--- src/rtl/ifetch_pkg.sv ---
// Shared types and constants for the queued instruction fetch stage.
// Fetch entries, PC select encodings and instruction size.
package ifetch_pkg;

  localparam int INSTR_BYTES = 4;
  localparam int FETCH_XLEN  = 32;

  localparam logic [1:0] PC_SEL_HOLD  = 2'd0;
  localparam logic [1:0] PC_SEL_SEQ   = 2'd1;
  localparam logic [1:0] PC_SEL_REDIR = 2'd2;

  typedef struct packed {
    logic [FETCH_XLEN-1:0] pc;
    logic [FETCH_XLEN-1:0] instr;
  } fetch_entry_t;

endpackage

--- src/rtl/ifetch_queue_if.sv ---
// Instruction-memory and decode handshake bundle for ifetch_queue.
// master = fetch stage, slave = memory/decode side.
interface ifetch_queue_if #(
  parameter int XLEN = 32
);

  logic            imem_req;
  logic [XLEN-1:0] imem_addr;
  logic [XLEN-1:0] imem_rdata;
  logic            out_valid;
  logic            out_ready;
  logic [XLEN-1:0] out_instr;
  logic [XLEN-1:0] out_pc;
  logic [XLEN-1:0] out_pc4;

  modport master (
    output imem_req,
    output imem_addr,
    input  imem_rdata,
    output out_valid,
    input  out_ready,
    output out_instr,
    output out_pc,
    output out_pc4
  );

  modport slave (
    input  imem_req,
    input  imem_addr,
    output imem_rdata,
    input  out_valid,
    output out_ready,
    input  out_instr,
    input  out_pc,
    input  out_pc4
  );

endinterface

--- src/rtl/ifetch_queue_fifo.sv ---
// Circular fetch queue with synchronous flush.
// Flush clears pointers and count; storage is left as-is.
module fetch_fifo #(
  parameter  int W     = 64,
  parameter  int DEPTH = 4,
  localparam int AW    = $clog2(DEPTH),
  localparam int CW    = AW + 1
) (
  input  logic          clk,
  input  logic          flush,
  input  logic          push,
  input  logic          pop,
  input  logic [W-1:0]  din,
  output logic [W-1:0]  dout,
  output logic [CW-1:0] count,
  output logic          full,
  output logic          empty
);

  localparam logic [AW-1:0] PTR_ONE = AW'(1);
  localparam logic [CW-1:0] CNT_ONE = CW'(1);

  logic [W-1:0]  mem [DEPTH];
  logic [AW-1:0] head;
  logic [AW-1:0] tail;

  assign dout  = mem[head];
  assign full  = (count == CW'(DEPTH));
  assign empty = (count == '0);

  always_ff @(posedge clk) begin
    if (flush) begin
      head  <= '0;
      tail  <= '0;
      count <= '0;
    end else begin
      if (push) tail <= tail + PTR_ONE;
      if (pop)  head <= head + PTR_ONE;
      if (push && !pop)      count <= count + CNT_ONE;
      else if (pop && !push) count <= count - CNT_ONE;
    end
  end

  always_ff @(posedge clk) begin
    if (push && !flush) mem[tail] <= din;
  end

endmodule

--- src/rtl/ifetch_queue.sv ---
// Queued instruction fetch: PC, 1-cycle imem issue, kill, misalign halt.
// Responses land in fetch_fifo and drain to decode via valid/ready.
import ifetch_pkg::*;

module ifetch_queue #(
  parameter int              XLEN       = 32,
  parameter int              DEPTH      = 4,
  parameter logic [XLEN-1:0] RESET_PC   = '0,
  parameter int              ALIGN_BITS = 2
) (
  input  logic            clk,
  input  logic            rst,
  input  logic            halt_in,
  input  logic            redirect_valid,
  input  logic [XLEN-1:0] redirect_target,
  output logic            halt_out,
  ifetch_queue_if.master  bus
);

  localparam int              CW   = $clog2(DEPTH) + 1;
  localparam logic [XLEN-1:0] STEP = XLEN'(INSTR_BYTES);

  logic [XLEN-1:0]   pc;
  logic [XLEN-1:0]   pc_nxt;
  logic [XLEN-1:0]   req_pc;
  logic [1:0]        pc_sel;
  logic              inflight;
  logic              misalign;
  logic              kill;
  logic              fetch_ok;
  logic              pc_bad;
  logic              credit;
  logic              issue;
  logic              push;
  logic              pop;
  logic              fifo_full;
  logic              fifo_empty;
  logic [CW-1:0]     count;
  logic [2*XLEN-1:0] head;

  assign halt_out = halt_in | misalign;
  assign kill     = rst | redirect_valid;
  assign pc_bad   = |pc[ALIGN_BITS-1:0];
  assign fetch_ok = !rst && !halt_out && !redirect_valid;
  // A pop this cycle earns no credit; keeps issue off the decode path.
  assign credit   = (count + CW'(inflight)) < CW'(DEPTH);
  assign issue    = fetch_ok && credit && !pc_bad;

  assign push = inflight && !kill;
  assign pop  = bus.out_valid && bus.out_ready;

  assign bus.imem_req  = issue;
  assign bus.imem_addr = pc;
  assign bus.out_valid = !fifo_empty && !redirect_valid;
  assign bus.out_pc    = head[2*XLEN-1:XLEN];
  assign bus.out_instr = head[XLEN-1:0];
  assign bus.out_pc4   = bus.out_pc + STEP;

  always_comb begin
    pc_sel = PC_SEL_HOLD;
    unique case (1'b1)
      redirect_valid: pc_sel = PC_SEL_REDIR;
      issue:          pc_sel = PC_SEL_SEQ;
      default:        ;
    endcase
  end

  always_comb begin
    pc_nxt = pc;
    case (pc_sel)
      PC_SEL_REDIR: pc_nxt = redirect_target;
      PC_SEL_SEQ:   pc_nxt = pc + STEP;
      default:      pc_nxt = pc;
    endcase
  end

  always_ff @(posedge clk) begin
    if (rst) begin
      pc       <= RESET_PC;
      req_pc   <= RESET_PC;
      inflight <= 1'b0;
      misalign <= 1'b0;
    end else begin
      pc       <= pc_nxt;
      inflight <= issue;
      if (issue) req_pc <= pc;
      if (fetch_ok && pc_bad) misalign <= 1'b1;
    end
  end

  fetch_fifo #(
    .W     (2 * XLEN),
    .DEPTH (DEPTH)
  ) u_fifo (
    .clk   (clk),
    .flush (kill),
    .push  (push),
    .pop   (pop),
    .din   ({req_pc, bus.imem_rdata}),
    .dout  (head),
    .count (count),
    .full  (fifo_full),
    .empty (fifo_empty)
  );

  always_ff @(posedge clk) begin
    if (!kill && push && !pop) assert (!fifo_full);
  end

endmodule

--- src/flat_wrapper.sv ---
// flat-port wrapper written by rule: the top's interface ports become plain ports
module ifetch_queue_flat 
#(
  parameter int              XLEN       = 32,
  parameter int              DEPTH      = 4,
  parameter logic [XLEN-1:0] RESET_PC   = '0,
  parameter int              ALIGN_BITS = 2
)
  (clk, rst, halt_in, redirect_valid, redirect_target, halt_out, bus_imem_req, bus_imem_addr, bus_imem_rdata, bus_out_valid, bus_out_ready, bus_out_instr, bus_out_pc, bus_out_pc4);
  ifetch_queue_if #(.XLEN(XLEN)) bus_i ();
  input  logic clk;
  input  logic rst;
  input  logic halt_in;
  input  logic redirect_valid;
  input  logic [XLEN-1:0] redirect_target;
  output logic halt_out;
  output wire logic [$bits(bus_i.imem_req)-1:0] bus_imem_req;
  output wire logic [$bits(bus_i.imem_addr)-1:0] bus_imem_addr;
  input wire logic [$bits(bus_i.imem_rdata)-1:0] bus_imem_rdata;
  output wire logic [$bits(bus_i.out_valid)-1:0] bus_out_valid;
  input wire logic [$bits(bus_i.out_ready)-1:0] bus_out_ready;
  output wire logic [$bits(bus_i.out_instr)-1:0] bus_out_instr;
  output wire logic [$bits(bus_i.out_pc)-1:0] bus_out_pc;
  output wire logic [$bits(bus_i.out_pc4)-1:0] bus_out_pc4;
  assign bus_imem_req = bus_i.imem_req;
  assign bus_imem_addr = bus_i.imem_addr;
  assign bus_i.imem_rdata = bus_imem_rdata;
  assign bus_out_valid = bus_i.out_valid;
  assign bus_i.out_ready = bus_out_ready;
  assign bus_out_instr = bus_i.out_instr;
  assign bus_out_pc = bus_i.out_pc;
  assign bus_out_pc4 = bus_i.out_pc4;
  ifetch_queue #(.XLEN(XLEN), .DEPTH(DEPTH), .RESET_PC(RESET_PC), .ALIGN_BITS(ALIGN_BITS)) u_core (.clk(clk), .rst(rst), .halt_in(halt_in), .redirect_valid(redirect_valid), .redirect_target(redirect_target), .halt_out(halt_out), .bus(bus_i));
endmodule
--- config.mk ---
export PLATFORM = sky130hd
export DESIGN_NAME = ifetch_queue_flat
export DESIGN_NICKNAME = d
export VERILOG_FILES = /design/src/rtl/ifetch_pkg.sv /design/src/rtl/ifetch_queue_if.sv /design/src/rtl/ifetch_queue_fifo.sv /design/src/rtl/ifetch_queue.sv /design/src/flat_wrapper.sv
export SDC_FILE = /design/constraint.sdc
export NUM_CORES = 1
export LEC_CHECK = 0
export ABC_AREA = 1
export CAP_MARGIN = 0
export CORE_UTILIZATION = 57
export CTS_BUF_LIST = sky130_fd_sc_hd__clkbuf_8
export CTS_CLUSTER_SIZE = 16
export DETAILED_ROUTE_END_ITERATION = 7
export GPL_TIMING_DRIVEN = 0
export HOLD_SLACK_MARGIN = 0.1
export PLACE_DENSITY_LB_ADDON = 0.05
export SYNTH_ARGS = -nofsm -noshare
export SYNTH_HDL_FRONTEND = slang
export SYNTH_SLANG_ARGS = --single-unit
--- constraint.sdc ---
create_clock -name clk -period 5.72 [get_ports clk]
set_input_delay 1.43 -clock clk [delete_from_list [all_inputs] [get_ports clk]]
set_output_delay 1.43 -clock clk [all_outputs]
set_load 0.02 [all_outputs]
== Yosys cells after proc, flatten, opt, wreduce, memory -nomap -nowiden ==
Memory sizes are Yosys's and may differ from the RTL's. A register that Yosys moved wholly into a read port is not among the register bits.
Index checks and enable logic that the tools add are counted.

* Register bits after elaboration: 73
* RAM bits: 256
* Bits of input ports: 69
* Logic and storage cells: 51
* Memories kept: 1

* $add $sub $neg: 7
* $lt $le $gt $ge: 1
* Eq/ne operators: 2
* Multiplexer cells: 8
* Bitwise logic cells: 2
* Reductions and logical operators: 23

{| class="wikitable"
|+ Memory list
! memory !! words !! width !! read ports !! clocked after Yosys merged registers in !! wr ports !! RTL line !! RTL
|-
| u_core.u_fifo.mem || 4 || 64 || 1 || 1 || 1 || ifetch_queue_fifo.sv:23 || <nowiki>logic [W-1:0] mem [DEPTH];</nowiki>
|}

{| class="wikitable"
|+ Operators with widths
! kind !! count
|-
| adder 32 x 3 -> 32 bit (second input constant) || 2
|-
| one-hot mux 32 bit (2 select lines) || 1
|-
| logical AND 1 bit || 11
|-
| logical NOT 1 bit || 8
|-
| two-way mux 3 bit || 2
|-
| adder 2 x 1 -> 2 bit (second input constant) || 2
|-
| two-way mux 2 bit || 2
|-
| one-hot mux 2 bit (2 select lines) || 1
|-
| nonzero test 2 bit || 2
|-
| adder 3 x 1 -> 3 bit || 1
|-
| adder 3 x 1 -> 3 bit (second input constant) || 1
|-
| logical NOT 3 bit || 1
|-
| less-than comparator 3 bit (second input constant) || 1
|-
| subtractor 3 x 1 -> 3 bit (second input constant) || 1
|-
| equality test 2 x 1 -> 1 bit (second input constant) || 1
|-
| equality test 2 bit (second input constant) || 1
|-
| two-way mux 1 bit || 2
|-
| bitwise OR 1 bit || 2
|-
| OR reduction 2 bit || 1
|}

== Longest topological paths before layout ==
* Depth in word-level cells: 9
* Depth in mapped cells: 15
* Mapped depth without buffers: 13

== Modules after synthesis ==
From an unflattened synthesis, not the netlist that was laid out.

* Cells, all modules: 1,347
* Area total of the unflattened synthesis: 14,116.0 µm²

{| class="wikitable"
|+ Modules (own cells, without submodules)
! module !! times used !! cells each !! area an instance (µm²) !! seq. area each (µm²)
|-
| fetch_fifo || 1 || 678 || 9,950.8 || 7,867.5
|-
| ifetch_queue || 1 || 669 || 4,165.2 || 1,321.3
|}

== Worst setup path after synthesis ==
OpenSTA, ideal clock, no wires.

* Path kind: input to register
* From: in rst
* To: mem u_core.u_fifo.mem[0][0], enable pin
* Setup time: 0.487 ns
* Data arrival time: 4.433 ns
* Required time: 5.233 ns
* Slack: 0.801 ns
* Stages: 3
* Path buffers: 0
* Cells stage by stage: nor2_4 > nand2_1 > nor2_1

* Cells in the longest elaborated chain, start to end: 6

{| class="wikitable"
|+ Ends and longest elaborated chain
! what !! RTL line !! RTL
|-
| start, declared || flat_wrapper.sv:12 || <nowiki>input logic rst;</nowiki>
|-
| bitwise OR 1 bit * || ifetch_queue.sv:42 || <nowiki>assign kill = rst | redirect_valid;</nowiki>
|-
| logical NOT 1 bit * || ifetch_queue_fifo.sv:45, ifetch_queue.sv:49 ||
|-
| logical AND 1 bit || ifetch_queue.sv:49 || <nowiki>assign push = inflight && !kill;</nowiki>
|-
| logical AND 1 bit * || -- ||
|-
| two-way mux 1 bit * || ifetch_queue_fifo.sv:45 || <nowiki>if (push && !flush) mem[tail] <= din;</nowiki>
|-
| two-way mux 1 bit (implied by the code) * || ifetch_queue_fifo.sv:45 ||
|-
| end, declared || ifetch_queue_fifo.sv:23 ||
|}

Mark *: on every way between the ends. The rest lies on a longest branch, timed or not.

== Worst setup path in the final report ==
* From: in rst
* To: out bus_imem_req

* Cells in the longest elaborated chain, start to end: 5

{| class="wikitable"
|+ Ends and longest elaborated chain
! what !! RTL line !! RTL
|-
| logical NOT 1 bit || ifetch_queue.sv:44 || <nowiki>assign fetch_ok = !rst && !halt_out && !redirect_valid;</nowiki>
|-
| logical AND 1 bit (2 in a row) || ifetch_queue.sv:44 ||
|-
| logical AND 1 bit (2 in a row) || ifetch_queue.sv:47 || <nowiki>assign issue = fetch_ok && credit && !pc_bad;</nowiki>
|-
| end, declared || flat_wrapper.sv:17 || <nowiki>output wire logic [$bits(bus_i.imem_req)-1:0] bus_imem_req;</nowiki>
|}

No other way between the ends.

==> results.py <==
metrics = {
    "run_status": {
        "status": "complete, no violations",
    },
    "clock_tree": {
        "numCtsBuffers": 51,
        "post_cts_resized": 0,
        "clock_latency_ns": 0.57,
        "cts-root-buf": "clkbuf_8",
        "htree_levels": 2,
        "clk_path_buf_depth": 3,
        "path_clk_slew_ns": 0.06,
        "cts_sinks": 331,
        "postCtsSetupBuffers": 0,
        "cts_tree": "done",
        "hold_buffers": 0,
    },
    "finish": {
        "regArea_um2": 9190,
        "nNetsFinal": 1913,
        "area_growth_pct": 24.5,
        "fin_area_um2": 18500,
        "fillers": 1852,
        "multi_input_area_um2": 4870,
        "drive_gt1_frac": 0.0821,
        "antennaDiodeCount": 0,
    },
    "place": {
        "dp_hpwl_um": 27600,
        "place_ws_ns": 0.390,
        "gp_congestion": 0.956,
        "placed_area_um2": 17500,
        "port-buffer-count": 199,
    },
    "power_and_ir_drop": {
        "power-per-cell-area_nw_per_um2": 263,
        "ir_drop_mv": 0.246,
        "finalPower_uw": 4850,
        "p_leak_uw": 0.00710,
    },
    "detailed_routing": {
        "viasPerCell": 5.47,
        "dr.pass1.iters": 5,
        "finalWirelength_um": 39000,
        "vias": 12060,
        "drtIter0Drc": 1025,
        "drtAntennaViolNets": 0,
        "drc_errors": 0,
        "wire_per_inst_um": 17.7,
    },
    "setup_path": {
        "arrival_ns": 3.94,
        "r2r_cells": 13,
        "timing.rr.start": "u_core.bus.imem_addr[0]",
        "startpoint_type": "primary input",
        "end_kind": "output port",
        "r2r_setup_slack_ns": 2.30,
        "critPathRequiredTime_ns": 4.29,
        "cp_max_fo": 11,
        "criticalPathCategory": "primary input to output port",
        "rr_endpoint": "u_core.bus.imem_addr[19]",
    },
    "floorplanning": {
        "start_util": 0.585,
        "ioPinCount": 200,
        "row_count": 58,
        "die_h_um": 163,
        "die_area_um2": 26700,
        "die_w_um": 163,
        "coreArea_um2": 25300,
    },
    "synth": {
        "yosysTopAreaCell": "edfxtp_1",
        "synth_warnings": 0,
        "ys_types": 34,
        "syn_nets": 1652,
        "yosys-top-cells-area": "edfxtp_1, nand2_1, dfxtp_1",
        "synth-main-ff-cell": "edfxtp_1",
        "synthesis.instances": 1573,
        "syn-cell-area_um2": 14800,
        "synthMostInstantiatedCell": "nand2_1",
        "yosys_register_bits": 331,
        "synth_edf_count": 256,
        "synth.avg_cell_area_um2": 9.42,
        "yosysSeqAreaShare": 0.620,
        "synth_top_area_share": 0.519,
        "synthTopCellsByCount": "nand2_1, edfxtp_1, nor2_1",
        "async_flop_share": 0,
    },
    "grt": {
        "antenna_found_initial": 0,
        "grt_pass1_vias": 11358,
        "grt_first_pass_wirelength_um": 59900,
        "overflow": 0,
        "grt_usage": 0.295,
        "grt_start_max_net_pins": 29,
    },
    "sta": {
        "hold_viol": 0,
        "finClkSkew_ns": 0.0319,
        "timing.slew.headroom": 0.372,
        "maxSlewViolCount": 0,
        "worstMarginPinSlew_ns": 0.941,
        "setup-violations-final": 0,
        "holdWs_ns": 0.480,
        "finalSetupTns_ns": 0,
        "max_freq_mhz": 186,
        "grt_setup_unrepaired": "false",
        "fin_ws_ns": 0.350,
        "period_needed_ns": 5.37,
        "period_share": 0.939,
    },
    "min_path": {
        "min_path_cells": 2,
        "min_to": "u_core.bus.imem_addr[1]",
        "hp-start": "u_core.bus.imem_addr[1]",
        "min_path_type": "flip-flop to flip-flop",
    },
    "run": {
        "maxCapViolations": 0,
    },
}
## critical path, stage by stage
cell	delay (ns)
clkdlybuf4s50_1	0.53
nor2_4	0.26
inv_2	0.07
nor3_1	0.22
nand2_2	0.21
inv_2	0.11
buf_4	0.16
buf_2	0.28
clkdlybuf4s50_1	0.65
## metal layers
layer,GRT usage,share of wire
met1,0.405,0.42
met4,0.0943,0.022
met3,0.0350,0.077
met2,0.492,0.48
met5,0,0
## placed cells by master, fill, tap and decap left out, drive strengths merged, types with 9 or more instances in the layout
cell / count
nor2: 241
clkdlybuf4s50: 199
o22ai: 35
inv: 126
clkbuf: 95
clkinv: 19
o21ai: 93
xor2: 18
ha: 9
nand2: 469
a211oi: 29
a21oi: 50
nand3: 92
buf: 42
dfxtp: 75
edfxtp: 256
## registers in the layout, indices dropped and copies added (netlist names), named ones only
name	flops
u_core.bus.imem_addr	32
u_core.inflight	1
u_core.misalign	1
u_core.req_pc	32
u_core.u_fifo.count	3
u_core.u_fifo.head	2
u_core.u_fifo.mem	256
u_core.u_fifo.tail	2
## power by group
group	internal (uW)	switching, uW
clock	988	891
sequential	2620	47.3
combinational	138	172
total	3740	1110
## final cells by class
| class | count | area share |
|---|---|---|
| Sequential cell | 331 | 0.498 |
| Inverter | 108 | 0.0222 |
| Timing Repair Buffer | 208 | 0.119 |
| Tap cell | 330 | 0.0224 |
| Clock buffer | 55 | 0.0410 |
| Clock inverter | 39 | 0.0126 |
| Buffer | 73 | 0.0207 |
| Multi-Input combinational cell | 1061 | 0.264 |
## cell families (layout without fill, tap and decap cells)
| group | count (synthesis) | count (layout) | share of synthesized area |
|---|---|---|---|
| DFF | 331 | 331 | 0.620 |
| buffers and inverters | 181 | 483 | 0.0535 |
| and+or+nand+nor | 814 | 814 | 0.223 |
| AOI/OAI and AO/OA | 214 | 214 | 0.0816 |
| xor gates and xnor gates | 23 | 23 | 0.0136 |
| adders and majority gates | 10 | 10 | 0.00895 |
## how the worst max path moves through the flow
| stage | cells after the start | end | from |
|---|---|---|---|
| floorplan | 3 | u_core.u_fifo.mem[0][0] | rst |
| global placement | 4 | u_core.u_fifo.mem[3][11] | rst |
| detailed placement | 9 | bus_imem_req | rst |
| CTS | 9 | bus_imem_req | rst |
| global route | 9 | bus_imem_req | rst |
| finish | 9 | bus_imem_req | rst |
## through the flow
stage / utilization / instances
4_1_cts: 0.729 / 2205
5_1_grt: 0.729 / 2205
2_1_floorplan: - / 1573
6_report: 0.729 / 2205
3_3_place_gp: 0.680 / 2102
3_5_place_dp: 0.690 / 2111
Note: power is estimated with default switching activity, not from simulation.
